==> config.mk <==
export PLATFORM = sky130hd
export DESIGN_NAME = decode_stage_flat
export DESIGN_NICKNAME = d
export VERILOG_FILES = /design/src/rtl/decode_stage_pkg.sv /design/src/rtl/decode_stage_if.sv /design/src/rtl/decode_fields.sv /design/src/rtl/decode_stage.sv /design/src/flat_wrapper.sv
export SDC_FILE = /design/constraint.sdc
export NUM_CORES = 1
export LEC_CHECK = 0
export BUFFER_PORTS_ARGS = -buffer_cell sky130_fd_sc_hd__buf_2
export CORE_MARGIN = 8
export CORE_UTILIZATION = 59
export CTS_CLUSTER_SIZE = 16
export DETAILED_ROUTE_END_ITERATION = 10
export PLACE_DENSITY = 0.9
export SLEW_MARGIN = 20
export SYNTH_ARGS = -nofsm -noshare
export SYNTH_HDL_FRONTEND = slang
export SYNTH_SLANG_ARGS = --single-unit
export TNS_END_PERCENT = 30
==> constraint.sdc <==
create_clock -name clk_i -period 4.6 [get_ports clk_i]
set_input_delay 0.92 -clock clk_i [delete_from_list [all_inputs] [get_ports clk_i]]
set_output_delay 0.92 -clock clk_i [all_outputs]
set_load 0.05 [all_outputs]
==> src/rtl/decode_stage_pkg.sv <==
// decode_stage_pkg: RV32I opcode constants, instruction type enum and the decode packet
// carried from the decode stage to execute.
package decode_stage_pkg;
   localparam int XLEN = 32;
   localparam logic [6:0] OP_OP     = 7'b0110011;
   localparam logic [6:0] OP_IMM    = 7'b0010011;
   localparam logic [6:0] OP_LOAD   = 7'b0000011;
   localparam logic [6:0] OP_JALR   = 7'b1100111;
   localparam logic [6:0] OP_STORE  = 7'b0100011;
   localparam logic [6:0] OP_BRANCH = 7'b1100011;
   localparam logic [6:0] OP_LUI    = 7'b0110111;
   localparam logic [6:0] OP_AUIPC  = 7'b0010111;
   localparam logic [6:0] OP_JAL    = 7'b1101111;
   typedef enum logic [2:0] {IT_NONE, IT_R, IT_I, IT_S, IT_B, IT_U, IT_J} instr_type_e;
   typedef struct packed {
      logic [XLEN-1:0] pc;
      logic [6:0]      op;
      logic [4:0]      rd;
      logic [4:0]      rs1;
      logic [4:0]      rs2;
      logic [2:0]      funct3;
      logic [6:0]      funct7;
      logic [XLEN-1:0] imm;
      instr_type_e     itype;
   } decode_pkt_t;
endpackage

==> src/rtl/decode_stage_if.sv <==
// decode_stage_if: fetch-side and execute-side valid/ready handshakes of the decode stage;
// slave is the stage itself, master is the surrounding pipeline.
interface decode_stage_if;
   import decode_stage_pkg::*;
   logic            if_valid;
   logic            if_ready;
   logic [31:0]     if_instr;
   logic [XLEN-1:0] if_pc;
   logic            id_valid;
   logic            id_ready;
   decode_pkt_t     id_pkt;
   logic            id_illegal;
   modport slave  (input if_valid, if_instr, if_pc, id_ready, output if_ready, id_valid, id_pkt, id_illegal);
   modport master (output if_valid, if_instr, if_pc, id_ready, input if_ready, id_valid, id_pkt, id_illegal);
endinterface

==> src/rtl/decode_fields.sv <==
// decode_fields: combinational instr -> decode packet; the illegal-encoding flag is only
// generated when DECODE_ILLEGAL_CHK_EN is defined, otherwise it is tied low.
module decode_fields
   import decode_stage_pkg::*;
(
   input  logic [31:0]     instr,
   input  logic [XLEN-1:0] pc,
   output decode_pkt_t     pkt,
   output logic            illegal
);
   logic [6:0] op;
   logic [6:0] f7;
   logic [2:0] f3;
   instr_type_e t;
   logic signed [31:0] imm_i, imm_s, imm_b, imm_u, imm_j, imm;
   assign op = instr[6:0];
   assign f3 = instr[14:12];
   assign f7 = instr[31:25];
   assign t = (op == OP_OP) ? IT_R :
              (op == OP_IMM || op == OP_LOAD || op == OP_JALR) ? IT_I :
              (op == OP_STORE) ? IT_S :
              (op == OP_BRANCH) ? IT_B :
              (op == OP_LUI || op == OP_AUIPC) ? IT_U :
              (op == OP_JAL) ? IT_J : IT_NONE;
   assign imm_i = {{20{instr[31]}}, instr[31:20]};
   assign imm_s = {{20{instr[31]}}, instr[31:25], instr[11:7]};
   assign imm_b = {{20{instr[31]}}, instr[7], instr[30:25], instr[11:8], 1'b0};
   assign imm_u = {instr[31:12], 12'b0};
   assign imm_j = {{12{instr[31]}}, instr[19:12], instr[20], instr[30:21], 1'b0};
   assign imm = (t == IT_I) ? imm_i :
                (t == IT_S) ? imm_s :
                (t == IT_B) ? imm_b :
                (t == IT_U) ? imm_u :
                (t == IT_J) ? imm_j : '0;
   // signed size cast sign-extends the 32-bit immediate to XLEN
   assign pkt = '{pc: pc, op: op, rd: instr[11:7], rs1: instr[19:15], rs2: instr[24:20],
                  funct3: f3, funct7: f7, imm: XLEN'(imm), itype: t};
`ifdef DECODE_ILLEGAL_CHK_EN
   logic f7_alt;
   assign f7_alt = f7 == 7'b0100000;
   assign illegal = t == IT_NONE || instr[1:0] != 2'b11
      || (op == OP_OP && (!(f7 == 7'd0 || f7_alt) || (f7_alt && !(f3 == 3'b000 || f3 == 3'b101))))
      || (op == OP_IMM && ((f3 == 3'b001 && f7 != 7'd0) || (f3 == 3'b101 && !(f7 == 7'd0 || f7_alt))))
      || (op == OP_LOAD && (f3 == 3'b011 || f3 == 3'b110 || f3 == 3'b111))
      || (op == OP_STORE && f3 >= 3'b011)
      || (op == OP_BRANCH && (f3 == 3'b010 || f3 == 3'b011))
      || (op == OP_JALR && f3 != 3'b000);
`else
   assign illegal = 1'b0;
`endif
endmodule

==> src/rtl/decode_stage.sv <==
// decode_stage: registered RV32I decode stage with a 2-entry skid buffer and accepted-instruction
// counter; illegal-encoding flagging is enabled by defining DECODE_ILLEGAL_CHK_EN.
module decode_stage
   import decode_stage_pkg::*;
#(
   parameter int CNT_W = 32
)
(
   input  logic             clk_i,
   input  logic             rst_ni,
   input  logic             flush_i,
   decode_stage_if.slave    bus,
   output logic [CNT_W-1:0] dec_count_o
);
   typedef enum logic [1:0] {EMPTY, HALF, FULL} state_e;
   state_e state;
   decode_pkt_t dec_pkt, main_pkt, skid_pkt;
   logic dec_ill, main_ill, skid_ill, rdy, xin, xout;
   decode_fields u_fields (.instr(bus.if_instr), .pc(bus.if_pc), .pkt(dec_pkt), .illegal(dec_ill));
   assign xin = bus.if_valid & rdy;
   assign xout = (state != EMPTY) & bus.id_ready;
   assign bus.if_ready = rdy;
   assign bus.id_valid = state != EMPTY;
   assign bus.id_pkt = main_pkt;
   assign bus.id_illegal = main_ill;
   // rdy is written alongside every state change so it always equals (next state != FULL)
   always_ff @(posedge clk_i) begin
      if (!rst_ni) begin
         state <= EMPTY;
         main_pkt <= '0;
         main_ill <= 1'b0;
         skid_pkt <= '0;
         skid_ill <= 1'b0;
         rdy <= 1'b1;
         dec_count_o <= '0;
      end else if (flush_i) begin
         state <= EMPTY;
         rdy <= 1'b1;
      end else begin
         if (xin) dec_count_o <= dec_count_o + CNT_W'(1);
         case (state)
            EMPTY: if (xin) begin
               main_pkt <= dec_pkt;
               main_ill <= dec_ill;
               state <= HALF;
            end
            HALF: begin
               if (xin && xout) begin
                  main_pkt <= dec_pkt;
                  main_ill <= dec_ill;
               end else if (xin) begin
                  skid_pkt <= dec_pkt;
                  skid_ill <= dec_ill;
                  state <= FULL;
                  rdy <= 1'b0;
               end else if (xout) state <= EMPTY;
            end
            FULL: if (xout) begin
               main_pkt <= skid_pkt;
               main_ill <= skid_ill;
               state <= HALF;
               rdy <= 1'b1;
            end
            default: begin
               state <= EMPTY;
               rdy <= 1'b1;
            end
         endcase
      end
   end
endmodule

==> src/flat_wrapper.sv <==
// flat-port wrapper written by rule: the top's interface ports become plain ports
module decode_stage_flat import decode_stage_pkg::*;
#(
   parameter int CNT_W = 32
)
  (clk_i, rst_ni, flush_i, dec_count_o, bus_if_valid, bus_if_instr, bus_if_pc, bus_id_ready, bus_if_ready, bus_id_valid, bus_id_pkt, bus_id_illegal);
  decode_stage_if bus_i ();
  input  logic clk_i;
  input  logic rst_ni;
  input  logic flush_i;
  output logic [CNT_W-1:0] dec_count_o;
  input wire logic [$bits(bus_i.if_valid)-1:0] bus_if_valid;
  input wire logic [$bits(bus_i.if_instr)-1:0] bus_if_instr;
  input wire logic [$bits(bus_i.if_pc)-1:0] bus_if_pc;
  input wire logic [$bits(bus_i.id_ready)-1:0] bus_id_ready;
  output wire logic [$bits(bus_i.if_ready)-1:0] bus_if_ready;
  output wire logic [$bits(bus_i.id_valid)-1:0] bus_id_valid;
  output wire logic [$bits(bus_i.id_pkt)-1:0] bus_id_pkt;
  output wire logic [$bits(bus_i.id_illegal)-1:0] bus_id_illegal;
  assign bus_i.if_valid = bus_if_valid;
  assign bus_i.if_instr = bus_if_instr;
  assign bus_i.if_pc = bus_if_pc;
  assign bus_i.id_ready = bus_id_ready;
  assign bus_if_ready = bus_i.if_ready;
  assign bus_id_valid = bus_i.id_valid;
  assign bus_id_pkt = bus_i.id_pkt;
  assign bus_id_illegal = bus_i.id_illegal;
  decode_stage #(.CNT_W(CNT_W)) u_core (.clk_i(clk_i), .rst_ni(rst_ni), .flush_i(flush_i), .bus(bus_i), .dec_count_o(dec_count_o));
endmodule
==> impl_metrics.tcl <==
set metrics [dict create \
    pwr_density_cell_nw_per_um2 379.4 \
    vdd_drop_max_mv 0.2807 \
    grt_overflow_total 0 \
    cp_max_fo 11 \
    io_buffers 201 \
    finalHoldViolCount 0 \
    status "complete, no violations" \
    synth_area_leaders "dfxtp_1 (46%), nand2_1 (13%), o211a_1 (6.6%)" \
    vias_per_cell 5.880 \
    final_nets 1434 \
    synth_most_common_cell "nand2_1" \
    vias 9408 \
    cp.required_ns 3.68 \
    netlist.area_leader.share 0.4630 \
    slowest_delay_ns 0.65 \
    setup_viol 0 \
    tightest_slew_ns 1.073 \
    min_period_ns 2.565 \
    clock-sinks 233 \
    cts.path.max_buffers 3 \
    h-tree-depth 1 \
    rsz0062_at_grt "false" \
    fill_cells 1288 \
    slowest_stage "dfxtp_1" \
    yosysWarnings 0 \
    min_path_type "reg2reg" \
    drt-initial-drc-count 824 \
    antenna_found_initial 2 \
    cts_setup_buffers 0 \
    ys_types 55 \
    hpwlAfterDp_um 18170 \
    avgSynthCellArea_um2 8.184 \
    wl_um 27730 \
    crit_buf_inv 1 \
    ant_nets 0 \
    syn-cell-area_um2 10070 \
    grt_pass1_vias 9137 \
    drv_slew 0 \
    path_cells "or2_2 > buf_2" \
    max-cap-violations 0 \
    drc 0 \
    worstPathArrival_ns 1.65 \
    grt_pass1_wl_um 45410 \
    clock_latency_ns 0.52 \
    critPathTopFamily "flip-flops" \
    synth-main-ff-cell "dfxtp_1" \
    io_pins 203 \
    wl_per_cell_um 17.33 \
    synth-edff-count 0 \
    die_w_um 146.7 \
    synth_fp_nets 1301 \
    post-route-period-util 0.5577 \
    ctsHoldBuffers 0 \
    ys_seq_area_frac 0.4630 \
    synth_common_cells "nand2_1 (338), dfxtp_1 (233), nand3_1 (83), a21boi_0 (76), o211a_1 (66)" \
    die_area_um2 21510 \
    worst_setup_path_start_kind "register" \
    slew_headroom 0.2845 \
    end_kind "output pin" \
    leakagePower_nw 5.458 \
    cts_tree "built" \
    area_delta_synth_final_pct 17.08 \
    critPathKind "reg2out" \
    core_area_um2 16640 \
    final.setup.tns_ns 0 \
    post_cts_resized 0 \
    synth_seq_cells 233 \
    cts_made_buffers 25 \
    synthArstFlopShare 0 \
    dr.pass1.iters 5 \
    grt_usage 0.2474 \
    gp_congestion 0.8680 \
    grt_max_degree 161 \
    synth_top_cell_by_area "dfxtp_1" \
    clock.fmax_mhz 389.8 \
    cts_root_buf "clkbuf_16" \
    fin_util 0.7087 \
    synth_cells 1231 \
    start_util 0.6054 \
    drive_gt1_frac 0.1871 \
    die_h_um 146.7 \
    skew_ns 0.009774 \
    rows 47 \
    cts.clk_slew.worst_paths_ns 0.06 \
]
-- final timing paths --
check | cells after the start | start | end | slack [ns]
worst max-delay path | 2 | u_core.state[1] | bus_id_valid | 2.03
worst max register to register | 5 | u_core.state[1] | u_core.bus.id_pkt[59] | 2.27
worst min-delay path | 2 | u_core.bus.id_pkt[32] | u_core.bus.id_pkt[32] | 0.44
worst min register to register | 2 | u_core.bus.id_pkt[32] | u_core.bus.id_pkt[32] | 0.44
-- placed cells by master (no fill, tap or decap), types with 21 or more instances in the layout --
| cell type | instances |
|---|---|
| o21ai_0 | 64 |
| a21oi_1 | 38 |
| clkbuf_16 | 25 |
| buf_2 | 200 |
| dfxtp_1 | 233 |
| o211a_1 | 66 |
| and2_1 | 48 |
| nand2_1 | 338 |
| a21boi_0 | 76 |
| o21ai_1 | 21 |
| nand3_1 | 83 |
-- area by class of cell --
class                   instances  area [um^2]  area share
multi-input cells             888         4975      0.4218
flip-flops and latches        233         4664      0.3955
repair buffers                209         1094     0.09271
clock buffers                  32        701.9     0.05951
well taps                     220        275.3     0.02334
clock inverters                10        56.30    0.004774
inverters                       7        26.28    0.002228
diodes                          1        2.502   0.0002122
-- per-layer routing --
layer | track usage | part of all wire | vias up
li1 | - | - | 4479
met1 | 0.3063 | 0.41 | 4450
met2 | 0.4069 | 0.47 | 408
met3 | 0.06459 | 0.089 | 69
met4 | 0.08861 | 0.032 | 2
met5 | 0 | 0.00029 | -
-- cell families (layout without fill, tap and decap cells) --
family | Yosys count | count (layout) | synth area share
DFF | 233 | 233 | 0.4630
AOI/OAI and AO/OA | 309 | 309 | 0.2171
adders and majority gates | 1 | 1 | 0.001242
buffers and inverters | 110 | 258 | 0.04583
muxes | 2 | 2 | 0.001987
other | 1 | 2 | 0.0003722
and+or+nand+nor | 547 | 547 | 0.2462
xor gates and xnor gates | 28 | 28 | 0.02434
-- flip-flops by register name, summed over array words and instances, names as in the netlist --
register	cells
u_core.bus.id_pkt	99
u_core.skid_pkt	99
u_core.dec_count_o	32
u_core.state	2
u_core.bus.if_ready	1
-- power breakdown --
group	total [W]	internal, W	leakage [nW]	switching (W)
combinational	0.000505	0.000137	3.18	0.000367
clock	0.00186	0.00107	0.382	0.000790
sequential	0.00211	0.00208	1.89	0.0000343
total	0.00448	0.00328	5.46	0.00119
-- metrics by stage --
stage / instance area [um^2] / std cells / power [W] / hold WS (ns) / worst slack [ns]
final: 11800 / 1600 / 0.004476 / 0.4433 / 2.035
after CTS: 11790 / 1599 / 0.004504 / 0.4458 / 2.026
after floorplan: 10070 / 1231 / 0.002509 / 0.4310 / 2.260
after detailed placement: 11030 / 1557 / 0.002658 / 0.4374 / 1.702
after global placement: 11030 / 1557 / 0.002647 / 0.4338 / 1.651
after global routing: 11800 / 1600 / 0.004623 / 0.4603 / 1.998
-- worst register-to-register path, stage by stage (launching register included) --
cell and delay, ns:
dfxtp_1 0.65, nand2b_4 0.69, and2_1 0.47, a21oi_1 0.18, nand2_1 0.09, o211a_1 0.15
Power figures use the tool's default switching activity.
